**config.mk**
```make
export PLATFORM = sky130hd
export DESIGN_NAME = countdown_timer_bank
export DESIGN_NICKNAME = d
export VERILOG_FILES = /design/src/rtl/timer_pkg.sv /design/src/rtl/sec_prescaler.sv /design/src/rtl/countdown_timer_bank.sv
export SDC_FILE = /design/constraint.sdc
export NUM_CORES = 1
export LEC_CHECK = 0
export ABC_CLOCK_PERIOD_IN_PS = 3600
export CORE_ASPECT_RATIO = 2
export CORE_MARGIN = 5
export CORE_UTILIZATION = 51
export CTS_BUF_LIST = sky130_fd_sc_hd__clkbuf_2 sky130_fd_sc_hd__clkbuf_4 sky130_fd_sc_hd__clkbuf_8
export CTS_CLUSTER_SIZE = 14
export DETAILED_ROUTE_END_ITERATION = 10
export GPL_ROUTABILITY_DRIVEN = 0
export HOLD_SLACK_MARGIN = 0.05
export PLACE_DENSITY = 0.81
export RECOVER_POWER = 25
export SYNTH_ARGS = -nofsm -noshare
export SYNTH_HDL_FRONTEND = slang
export SYNTH_HIERARCHICAL = 1
export SYNTH_SLANG_ARGS = --single-unit
```
**constraint.sdc**
```tcl
create_clock -name vsync -period 3.6 [get_ports vsync]
set_input_delay 0.36 -clock vsync [delete_from_list [all_inputs] [get_ports vsync]]
set_output_delay 0.36 -clock vsync [all_outputs]
set_load 0.02 [all_outputs]
```
**src/rtl/timer_pkg.sv**
```systemverilog
// Shared definitions for the countdown timer bank: the per-channel state
// encoding and the default parameter values used by the top level.
package timer_pkg;

  // Channel life cycle: IDLE -> RUN -> EXPIRED, with cancel/start able to leave any state.
  typedef enum logic [1:0] {
    IDLE    = 2'd0,
    RUN     = 2'd1,
    EXPIRED = 2'd2
  } ch_state_t;

  localparam int unsigned DEF_NUM_CH    = 4;
  localparam int unsigned DEF_WIDTH     = 8;
  localparam int unsigned DEF_ONE_SEC   = 60;
  localparam int unsigned DEF_WARN_TIME = 10;

endpackage

```
**src/rtl/sec_prescaler.sv**
```systemverilog
// Divides the vsync rate down to one tick per second. The counter walks
// 0..ONE_SEC-1 while enabled and freezes while disabled, so pausing never
// loses or adds a tick. tick is a decode of the count register gated by
// enable, so it is only high in cycles where the count will actually wrap.
module sec_prescaler #(
  parameter int unsigned ONE_SEC = 60
) (
  input  logic vsync,
  input  logic restart,
  input  logic enable,
  output logic tick
);

  localparam int unsigned CW = (ONE_SEC > 1) ? $clog2(ONE_SEC) : 1;
  localparam logic [CW-1:0] LAST = CW'(ONE_SEC - 1);

  logic [CW-1:0] cnt;

  // Free-running modulo-ONE_SEC counter, held while enable is low.
  always_ff @(posedge vsync) begin
    if (restart) begin
      cnt <= '0;
    end else if (enable) begin
      cnt <= (cnt == LAST) ? '0 : cnt + CW'(1);
    end
  end

  assign tick = enable && !restart && (cnt == LAST);

endmodule

```
**src/rtl/countdown_timer_bank.sv**
```systemverilog
// Bank of NUM_CH independent seconds countdown timers sharing one prescaler.
// Optional feature: define TIMER_WARN_EN to add the ch_warn output (channel
// running with time_left <= WARN_TIME); without it the port and logic vanish.
//
// Control strobes (ch_start, ch_cancel, ch_add) are single-cycle requests
// sampled on the rising vsync edge; there is no back-pressure. Per channel the
// winner in one cycle is cancel, then start (only when load_val is nonzero),
// then add combined with the second tick. The channel state register is
// g_ch[i].state for anyone probing the FSM.
module countdown_timer_bank
  import timer_pkg::*;
#(
  parameter int unsigned NUM_CH    = DEF_NUM_CH,
  parameter int unsigned WIDTH     = DEF_WIDTH,
  parameter int unsigned ONE_SEC   = DEF_ONE_SEC,
  parameter int unsigned WARN_TIME = DEF_WARN_TIME
) (
  input  logic                    vsync,
  input  logic                    restart,
  input  logic                    timer_go,
  input  logic [NUM_CH-1:0]       ch_start,
  input  logic [NUM_CH-1:0]       ch_cancel,
  input  logic [NUM_CH-1:0]       ch_add,
  input  logic [WIDTH-1:0]        load_val,
  input  logic [WIDTH-1:0]        add_val,
  output logic [NUM_CH*WIDTH-1:0] time_left,
  output logic [NUM_CH-1:0]       ch_active,
  output logic [NUM_CH-1:0]       ch_expired,
`ifdef TIMER_WARN_EN
  output logic [NUM_CH-1:0]       ch_warn,
`endif
  output logic                    sec_tick
);

  logic tick;

  sec_prescaler #(
    .ONE_SEC (ONE_SEC)
  ) u_prescaler (
    .vsync   (vsync),
    .restart (restart),
    .enable  (timer_go),
    .tick    (tick)
  );

  assign sec_tick = tick;

`ifndef TIMER_WARN_EN
  // A threshold beyond the counter range would be meaningless; this empty
  // elaboration branch only anchors WARN_TIME when the warning is not built.
  if (WARN_TIME > 2**WIDTH - 1) begin : g_warn_out_of_range
  end
`endif

  for (genvar i = 0; i < NUM_CH; i++) begin : g_ch
    ch_state_t        state;
    logic [WIDTH-1:0] count;
    logic             expired_q;
    logic [WIDTH-1:0] add_term;
    logic [WIDTH:0]   sum;
    logic [WIDTH-1:0] sat_sum;
    logic [WIDTH-1:0] next_run;

    // Running-state next count: saturating bonus add, then the second tick.
    always_comb begin
      add_term = ch_add[i] ? add_val : '0;
      sum      = {1'b0, count} + {1'b0, add_term};
      sat_sum  = sum[WIDTH] ? {WIDTH{1'b1}} : sum[WIDTH-1:0];
      next_run = tick ? (sat_sum - WIDTH'(1)) : sat_sum;
    end

    // Channel FSM with registered count and one-cycle expiry pulse.
    always_ff @(posedge vsync) begin
      if (restart) begin
        state     <= IDLE;
        count     <= '0;
        expired_q <= 1'b0;
      end else begin
        expired_q <= 1'b0;
        if (ch_cancel[i]) begin
          state <= IDLE;
          count <= '0;
        end else if (ch_start[i] && (load_val != '0)) begin
          state <= RUN;
          count <= load_val;
        end else if (state == RUN) begin
          count <= next_run;
          if (tick && (next_run == '0)) begin
            state     <= EXPIRED;
            expired_q <= 1'b1;
          end
        end
      end
    end

    assign time_left[i*WIDTH +: WIDTH] = count;
    assign ch_active[i]                = (state == RUN);
    assign ch_expired[i]               = expired_q;
`ifdef TIMER_WARN_EN
    assign ch_warn[i] = (state == RUN) && (32'(count) <= WARN_TIME);
`endif
  end

endmodule

```
==> reports/metrics.cfg, run 1 <==
[synthesis]
yosysSeqAreaShare_pct=21.8
ys_types=75
synth_top_cell_area_share_pct=21.8
syn_avg_cell_area_um2=7.80
syn_inst=588
synth_edf_count=0
ys_top_cells_by_area=dfxtp_1 (22%), ha_1 (10%), and2_1 (5.3%)
synth_most_common_cell=nand2_1
synth_seq_cells=50
ys_async_sr_fraction_pct=0
synth_ff_type=dfxtp_1
netlist_area_mm2=0.00459
synth_top_area_cell=dfxtp_1
synth_nets=660
synth_common_cells=nand2_1 (55), nor2_1 (52), dfxtp_1 (50)
synth_warnings=6

[critical_path]
rr_worst_depth=14
crit_path_frequent_cell=ha_2
cp_data_required_time_ns=3.86
critPathMaxStageDelay_ns=0.53
crit_start=ch_add[2]
cp.arrival_ns=3.80
start_kind=input pin
path_max_fanout=3
worstPathCellList=clkdlybuf4s50_1 > and2_1 > ha_2 > fa_2 > a21o_1 > and4_4 > o31a_4 > nor2_2 > ha_2 > nand2_1 > nor2_1 > o21ai_2 > nor3_2 > xor2_1 > or4_4 > a21oi_2
crit_type=in -> reg
r2r-start=g_ch[3].count[0]
end_kind=flop
crit_path_top_delay_cell=or4_4

[run_status]
status=finished, final reports clean

[die]
die_x_um=77.1
initial_utilization_pct=51.6
rows=49
dieArea_mm2=0.0111
io_pins=72
die-height_um=144
core-area_mm2=0.00889

[sta]
worst_pin_slew_ns=0.700
finalCritPeriodShare_pct=98.2
setup_viol=0
clock.fmax_ghz=0.283
skew_ns=0.00871
drv_slew=0
timing.final.crit_period_ns=3.53
hold_viol=0
whs_ns=0.467
relSlewSlack_pct=53.1

[route]
drt_iter0_drc=432
wirelength_um=16600
vias_per_cell=6.45
drtPass1Iterations=5
routed_wire_length_per_instance_um=19.2
ant_nets=0
drc=0
routed-via-count=5576

[global_route]
grt_max_degree=24
antenna_found_initial=0
grt_usage_pct=28.6
grt_pass1_vias=5596
gr-total-overflow=0
grt_pass1_wl_um=25800

[clock_network]
clkTransAtPathRegs_ns=0.11
cts_max_level=2
clock_latency_ns=0.32
cts_tree=done
cts_buffers=5
clockBufferDepth=2
cts_num_sinks=50
cts_root_buf=clkbuf_8

[power]
p_leak_nw=2.78
power.total_mw=1.63
power_density_mw_per_mm2=253
ir_drop_mv=0.299

[place]
dp_hpwl_um=12600
port_buffers=71

[min_path]
min_from=g_ch[0].state[1]
whs_path_depth=2
hold_class=reg -> reg

[cells_and_area]
drive_gt1_share_pct=22.7
area_delta_synth_final_pct=40.8
fin_nets=834
antenna_cells=0

[flow_run]
drv_cap=0

-- report_power, final --
| group | total (mW) | switching [mW] | internal, mW |
|---|---|---|---|
| Combinational | 0.608 | 0.321 | 0.287 |
| Clock | 0.430 | 0.222 | 0.207 |
| Sequential | 0.594 | 0.0217 | 0.572 |
-- per-stage QoR --
stage	TNS (ns)	utilization [%]	setup slack, ns	area [µm²]	std cells
after global routing	-0.0905	72.7	-0.0423	6460	865
final	0	72.7	0.0653	6460	865
after floorplan	0	-	0.0100	4590	588
after CTS	0	71.0	0.00304	6320	859
after global placement	-4.13	69.1	-0.370	6140	849
after detailed placement	-7.45	69.1	-0.577	6140	849
-- sequential cells by signal, summed over array words and instances, names as in the netlist --
| signal | cells |
|---|---|
| u_prescaler/cnt | 6 |
| g_ch.expired_q | 4 |
| g_ch.state | 8 |
| g_ch.count | 32 |
-- cell type report --
type | count | area [µm²]
clock inverters | 3 | 45.0
repair buffers | 184 | 1570
multi-input cells | 507 | 3590
fillers | 653 | 2430
clock buffers | 5 | 68.8
well taps | 102 | 128
inverters | 14 | 52.6
flip-flops and latches | 50 | 1000
-- cell usage in the layout, fill, tap and decap left out, drive strengths merged, types with 6 or more instances in the layout --
cell type	Yosys	routed
o21ai	30	30
dfxtp	50	50
o211ai	9	9
nand2b	12	12
nand4	8	8
nand3	13	13
a21oi	48	48
nor2b	6	6
buf	6	113
o31ai	6	6
xnor2	25	25
o21bai	6	6
a31oi	7	7
a211oi	7	7
xor2	15	15
or3	9	9
a21o	7	7
dlygate4sd3	0	17
clkdlybuf4s50	0	47
nor4	8	8
nor3	16	16
nor2	52	52
and2	41	41
o221ai	9	9
ha	37	37
inv	12	12
nand2	55	55
-- worst max-delay path: cells and delay by family --
| family | cells | cell delay (ns) |
|---|---|---|
| simple gates | 7 | 1.40 |
| compound gates | 4 | 0.78 |
| fa+ha+maj | 3 | 0.71 |
| buf+inv | 1 | 0.43 |
| xor+xnor | 1 | 0.11 |
-- repair_timing --
action	4_1_cts	5_1_grt
setup endpoints to repair	13	17
resized for setup	14	30
hold buffers	0	0
pin swaps	6	19
buffers inserted	2	6
-- cells by family after synthesis --
family	after synthesis	share of synthesized area, %
AOI/OAI and AO/OA	170	25.6
xor gates and xnor gates	41	8.13
adders and majority gates	41	11.8
buffers and inverters	31	2.86
DFF	50	21.8
muxes	2	0.436
and+or+nand+nor	253	29.4
-- final timing paths --
path                 endpoint  slack, ns
max          g_ch[2].state[1]       0.07
min          g_ch[0].state[1]       0.47
max reg2reg  g_ch[3].state[0]       0.25
min reg2reg  g_ch[0].state[1]       0.47
-- metal layers --
metal / global-route usage, % / routed length, µm
met2: 51.6 / 8400
met5: 0 / 0
met3: 4.74 / 1040
met4: 24.4 / 1510
met1: 27.8 / 5620
Note: power is estimated with default switching activity, not from simulation.
==> run 2, diff against run 1 <==
- CORE_UTILIZATION: 51 -> 50
- CTS_BUF_LIST: sky130_fd_sc_hd__clkbuf_2 sky130_fd_sc_hd__clkbuf_4 sky130_fd_sc_hd__clkbuf_8 -> default
- MAX_ROUTING_LAYER: default -> met4
- PLACE_DENSITY: 0.81 -> 0.8
==> run 2 against run 1 <==
Effect of this change: critical endpoint is now g_ch[1].state[0]; final area is 0.17% higher; fmax rose by 0.39%; largest power group is now sequential cells; register-to-register slack improved by 0.02 ns; largest cell class unchanged.
==> reports/metrics.cfg, run 2 (synthesis results as in run 1) <==
[place]
port_buffers=71  ; unchanged
place_ws_ns=-0.537  ; was -0.577 ns
dp_hpwl_um=12500  ; was 12600 µm
placed_cell_area_mm2=0.00611  ; was 0.00614 mm²

[route]
drc=0  ; unchanged
ant_nets=0  ; unchanged
routed_wire_length_per_instance_um=18.5  ; was 19.2 µm
vias_per_cell=6.18  ; was 6.45
drt_iter0_drc=375  ; was 432
drtPass1Iterations=5  ; unchanged
routed-via-count=5321  ; was 5576
wirelength_um=15900  ; was 16600 µm

[global_route]
grt_pass1_vias=5477  ; was 5596
gr-total-overflow=0  ; unchanged
grt_pass1_wl_um=25800  ; about the same
grt_max_degree=24  ; unchanged
antenna_found_initial=0  ; unchanged
grt_usage_pct=28.5  ; was 28.6%

[die]
dieArea_mm2=0.0113  ; was 0.0111 mm²
core-area_mm2=0.00901  ; was 0.00889 mm²
die_x_um=77.7  ; was 77.1 µm
rows=49  ; unchanged
initial_utilization_pct=50.9  ; was 51.6%
io_pins=72  ; unchanged
die-height_um=145  ; was 144 µm

[sta]
clock.fmax_ghz=0.284  ; was 0.283 GHz
timing.final.crit_period_ns=3.52  ; was 3.53 ns
worst_pin_slew_ns=0.501  ; was 0.700 ns
setup_viol=0  ; unchanged
fin_tns_setup_ns=0  ; unchanged
finalCritPeriodShare_pct=97.8  ; was 98.2%
relSlewSlack_pct=66.3  ; was 53.1%
setup_slack_ns=0.0789  ; was 0.0653 ns
drv_slew=0  ; unchanged
hold_viol=0  ; unchanged
skew_ns=0.00340  ; was 0.00871 ns

[critical_path]
start_kind=input pin  ; unchanged
r2r-start=g_ch[1].count[0]  ; was g_ch[3].count[0]
critPathMaxStageDelay_ns=0.54  ; was 0.53 ns
cp_data_required_time_ns=3.78  ; was 3.86 ns
crit_type=in -> reg  ; unchanged
path_buf_inv=2  ; was 1
crit_path_top_delay_cell=or4_4  ; unchanged
worstPathCellList=dlygate4sd2_1 > buf_6 > and2_1 > ha_2 > fa_2 > a21o_1 > a21oi_2 > o21ai_2 > and2_4 > nor2_2 > ha_2 > nand2_2 > or4_4 > xor2_1 > o31a_1 > o31a_1  ; was clkdlybuf4s50_1 > and2_1 > ha_2 > fa_2 > a21o_1 > and4_4 > o31a_4 > nor2_2 > ha_2 > nand2_1 > nor2_1 > o21ai_2 > nor3_2 > xor2_1 > or4_4 > a21oi_2
cp.arrival_ns=3.70  ; was 3.80 ns
critPathTopFamily=compound AO/OA/AOI/OAI gates  ; was simple AND/OR/NAND/NOR gates
path_max_fanout=4  ; was 3
end_kind=flop  ; unchanged
crit_start=add_val[0]  ; was ch_add[2]

[power]
power.total_mw=1.66  ; was 1.63 mW
p_leak_nw=2.79  ; was 2.78 nW
power_density_mw_per_mm2=256  ; was 253 mW/mm²
ir_drop_mv=0.260  ; was 0.299 mV

[min_path]
hold_class=reg -> reg  ; unchanged
min_from=g_ch[3].state[1]  ; was g_ch[0].state[1]

[clock_network]
cts_max_level=2  ; unchanged
hold_buffers=0  ; unchanged
cts_buffers=5  ; unchanged
cts_tree=done  ; unchanged
clock_latency_ns=0.29  ; was 0.32 ns
cts_num_sinks=50  ; unchanged
cts_root_buf=clkbuf_16  ; was clkbuf_8
clockBufferDepth=2  ; unchanged
clkTransAtPathRegs_ns=0.07  ; was 0.11 ns

[cells_and_area]
fin_area_mm2=0.00647  ; was 0.00646 mm²
largest_reg_flops=32  ; unchanged
largest_registers=g_ch.count x32, g_ch.state x8, u_prescaler/cnt x6  ; unchanged
antenna_cells=0  ; unchanged
fillCellCount=680  ; was 653
fin_nets=831  ; was 834
area_delta_synth_final_pct=41.1  ; was 40.8%
drive_gt1_share_pct=22.1  ; was 22.7%
final_common_cell=buf_4  ; unchanged
final_cell_mix=buf_4 (108), nand2_1 (54), dfxtp_1 (50), nor2_1 (47), clkdlybuf4s50_1 (47)  ; was buf_4 (112), nand2_1 (55), dfxtp_1 (50), nor2_1 (48), clkdlybuf4s50_1 (47)
top_register=g_ch.count  ; unchanged

[flow_run]
drv_cap=0  ; unchanged

[run_status]
status=finished, final reports clean  ; unchanged

run 2: repair_timing:
item	CTS	global route
pin swaps	14	20
buffers inserted	4	5
gates resized for setup	25	24
gates cloned	0	0
endpoints found under the setup margin	14	14
run 2: routing by layer:
layer	global-route usage [%]	routed length [µm]	part of all wire, %
met1	26.8	5330	34
met2	48.4	8050	51
met3	4.09	811	5.1
met4	25.6	1720	11
met5	-	0	0
run 2: final cells by class:
class	instances	area [µm²]	share of cell area (%)
multi-input combinational	507	3600	55.7
sequential	50	1000	15.5
timing repair buffer	181	1550	24.0
tap	102	128	1.97
inverter	14	52.6	0.812
clock buffer	7	133	2.05
run 2: power breakdown:
group	internal, mW	leakage (nW)	switching (mW)
logic	0.283	2.31	0.313
clock network	0.255	0.0640	0.209
registers	0.573	0.407	0.0232
run 2: path summary, 6_finish.rpt:
| path | endpoint | slack [ns] | cells past startpoint |
|---|---|---|---|
| worst max-delay path | g_ch[1].state[0] | 0.08 | 16 |
| worst min-delay path | g_ch[3].state[1] | 0.45 | 2 |
| worst max register to register | g_ch[1].state[0] | 0.27 | 13 |
| worst min register to register | g_ch[3].state[1] | 0.45 | 2 |
run 2: worst register-to-register path: cells and delay by family (launching register included):
family | cells | cell delay [ns]
adders and majority gates | 3 | 0.78
AOI/OAI and AO/OA | 5 | 1.03
DFF | 1 | 0.36
xor gates and xnor gates | 1 | 0.17
and+or+nand+nor | 4 | 0.88
run 2: per-stage QoR:
stage / cells / util [%] / hold slack [ns]
CTS: 856 / 70.6 / 0.449
floorplan: 588 / - / 0.416
global placement: 845 / 67.8 / 0.438
finish: 861 / 71.8 / 0.447
global route: 861 / 71.8 / 0.471
detailed placement: 845 / 67.8 / 0.434
==> run 3, diff against run 2 <==
- PLACE_DENSITY: 0.8 -> 0.78
==> run 3 against run 2 <==
Effect of this change: first-iteration DRC count fell by 5.1%; hold slack improved by 0.016 ns; fmax is 0.38% higher; core utilization shrank 0.51 points; sequential share of layout area grew 0.11 points; largest cell class unchanged; critical path type unchanged; clock skew is 0.0062 ns higher; critical path depth is 1 lower; final area down 0.72%; wire length shrank 0.43%; clock-buffer cell count fell by 2; register-to-register slack gained 0.02 ns; non-clock buffer count fell by 5.
==> reports/metrics.cfg, run 3 (synthesis results as in run 1) <==
[run_status]
status=finished, final reports clean  ; unchanged

[power]
p_int_mw=1.11  ; about the same
ir_drop_mv=0.243  ; was 0.260 mV
power.total_mw=1.68  ; was 1.66 mW
p_leak_nw=2.74  ; was 2.79 nW
switchingPower_mw=0.572  ; was 0.545 mW
p_sw_share_pct=34.0  ; was 32.9%
pwr-share-seq_pct=35.3  ; was 36.0%
power_density_mw_per_mm2=262  ; was 256 mW/mm²
power_frac_clock_pct=29.8  ; was 28.0%
power_frac_comb_pct=34.9  ; was 36.0%

[critical_path]
rr_worst_depth=13  ; unchanged
end_kind=flop  ; unchanged
cp.arrival_ns=3.68  ; was 3.70 ns
path_max_fanout=4  ; unchanged
start_kind=input pin  ; unchanged
cp-endpoint=g_ch[0].state[0]  ; was g_ch[1].state[0]
rrSetupSlack_ns=0.29  ; was 0.27 ns
r2r-start=g_ch[1].count[0]  ; unchanged
crit_start=ch_add[0]  ; was add_val[0]
r2r-end=g_ch[1].state[0]  ; unchanged
crit_type=in -> reg  ; unchanged
cp_data_required_time_ns=3.77  ; was 3.78 ns

[cells_and_area]
fin_nets=826  ; was 831
largest_reg_flops=32  ; unchanged
post-route-util_pct=71.3  ; was 71.8%
drive_gt1_share_pct=21.1  ; was 22.1%
area_delta_synth_final_pct=40.1  ; was 41.1%
multiInputGateArea_mm2=0.00359  ; was 0.00360 mm²
final-seq-area_mm2=0.00100  ; unchanged
antenna_cells=0  ; unchanged
final_common_cell=buf_4  ; unchanged
fillCellCount=729  ; was 680
fin_area_mm2=0.00642  ; was 0.00647 mm²
final_cell_mix=buf_4 (105), nand2_1 (55), dfxtp_1 (50), clkdlybuf4s50_1 (50), nor2_1 (48)  ; was buf_4 (108), nand2_1 (54), dfxtp_1 (50), nor2_1 (47), clkdlybuf4s50_1 (47)
largest_registers=g_ch.count x32, g_ch.state x8, u_prescaler/cnt x6  ; unchanged
top_register=g_ch.count  ; unchanged

[sta]
worst_pin_slew_ns=0.553  ; was 0.501 ns
skew_ns=0.00959  ; was 0.00340 ns
fin_tns_setup_ns=0  ; unchanged
clock.fmax_ghz=0.285  ; was 0.284 GHz
relSlewSlack_pct=63.0  ; was 66.3%
setup_viol=0  ; unchanged
finalCritPeriodShare_pct=97.4  ; was 97.8%
hold_viol=0  ; unchanged
timing.final.crit_period_ns=3.51  ; was 3.52 ns
drv_slew=0  ; unchanged

[route]
m1WireLength_um=5480  ; was 5330 µm
highest_layer=met4  ; unchanged
ant_nets=0  ; unchanged
routed-via-count=5350  ; was 5321
vias_per_cell=6.24  ; was 6.18
routed_wire_length_per_instance_um=18.5  ; about the same
drc=0  ; unchanged
wirelength_um=15900  ; about the same
drt_iter0_drc=356  ; was 375
wl_met3_um=789  ; was 811 µm
wl_met2_um=8350  ; was 8050 µm
drtPass1Iterations=5  ; unchanged

[global_route]
antenna_found_initial=0  ; unchanged
grt_max_degree=24  ; unchanged
grt_usage_pct=28.4  ; was 28.5%
grt_pass1_wl_um=25600  ; was 25800 µm
grt_pass1_vias=5507  ; was 5477
gr-total-overflow=0  ; unchanged

[clock_network]
cts_root_buf=clkbuf_16  ; unchanged
cts_tree=done  ; unchanged
cts_buffers=5  ; unchanged
clkTransAtPathRegs_ns=0.08  ; was 0.07 ns
cts_max_level=2  ; unchanged
clockBufferDepth=2  ; unchanged
cts_num_sinks=50  ; unchanged
clock_latency_ns=0.31  ; was 0.29 ns

[flow_run]
drv_cap=0  ; unchanged

[place]
port_buffers=71  ; unchanged
dp_hpwl_um=12700  ; was 12500 µm
placed_cell_area_mm2=0.00613  ; was 0.00611 mm²

[die]
initial_utilization_pct=50.9  ; unchanged
rows=49  ; unchanged
die-height_um=145  ; unchanged
die_x_um=77.7  ; unchanged
dieArea_mm2=0.0113  ; unchanged
io_pins=72  ; unchanged
core-area_mm2=0.00901  ; unchanged

[min_path]
hold_class=reg -> reg  ; unchanged

-- run 3: worst max-delay path, stage by stage --
cell             delay (ns)
clkdlybuf4s50_1        0.51
and2_1                 0.18
ha_1                   0.24
fa_2                   0.25
a21oi_2                0.06
o21ai_0                0.27
a21oi_2                0.12
o21ai_2                0.22
nor2_1                 0.07
ha_1                   0.27
nand2_1                0.06
or4b_1                 0.59
nor4_4                 0.20
and3_1                 0.20
a221oi_1               0.08
-- run 3: metrics by stage --
stage | hold slack, ns | worst slack [ns] | std cells
finish | 0.463 | 0.0922 | 857
global route | 0.478 | -0.0665 | 857
CTS | 0.456 | -0.0222 | 855
detailed placement | 0.445 | -0.623 | 847
global placement | 0.433 | -0.363 | 847
floorplan | 0.416 | 0.0100 | 588
-- run 3: per-layer routing --
metal	vias up	GRT usage [%]
met1	2495	26.8
met4	0	21.1
li1	2525	-
met3	100	4.83
met2	230	49.6
met5	-	-
-- run 3: area by class of cell --
cell class              count  area share (%)
well taps                 102            1.99
clock inverters             3           0.389
inverters                  14           0.818
repair buffers            176            23.4
clock buffers               5            1.95
flip-flops and latches     50            15.6
multi-input cells         507            55.9
-- run 3: worst min-delay path by stage --
| stage | slack, ns | depth (start not counted) | startpoint | end |
|---|---|---|---|---|
| after global routing | 0.48 | 2 | g_ch[2].state[1] | g_ch[2].state[1] |
| after global placement | 0.43 | 2 | g_ch[3].state[1] | g_ch[3].state[1] |
| after CTS | 0.46 | 2 | g_ch[0].state[1] | g_ch[0].state[1] |
| after detailed placement | 0.45 | 2 | g_ch[0].state[1] | g_ch[0].state[1] |
| final | 0.46 | 2 | g_ch[0].state[1] | g_ch[0].state[1] |
| after floorplan | 0.42 | 2 | g_ch[3].state[1] | g_ch[3].state[1] |
-- run 3: what timing repair did --
action                     4_1_cts  5_1_grt
resized for setup               11       25
pin swaps                        3       14
buffers inserted                 0        2
setup endpoints to repair       14       16
hold buffers                     0        0
-- run 3: power groups by stage --
| stage | sequential (mW) | clock [mW] | combinational [mW] |
|---|---|---|---|
| after CTS | 0.593 | 0.497 | 0.568 |
| after detailed placement | 0.606 | 0 | 0.560 |
| after global routing | 0.595 | 0.520 | 0.638 |
| after global placement | 0.605 | 0 | 0.541 |
| after floorplan | 0.617 | 0 | 0.299 |
| final | 0.593 | 0.501 | 0.587 |
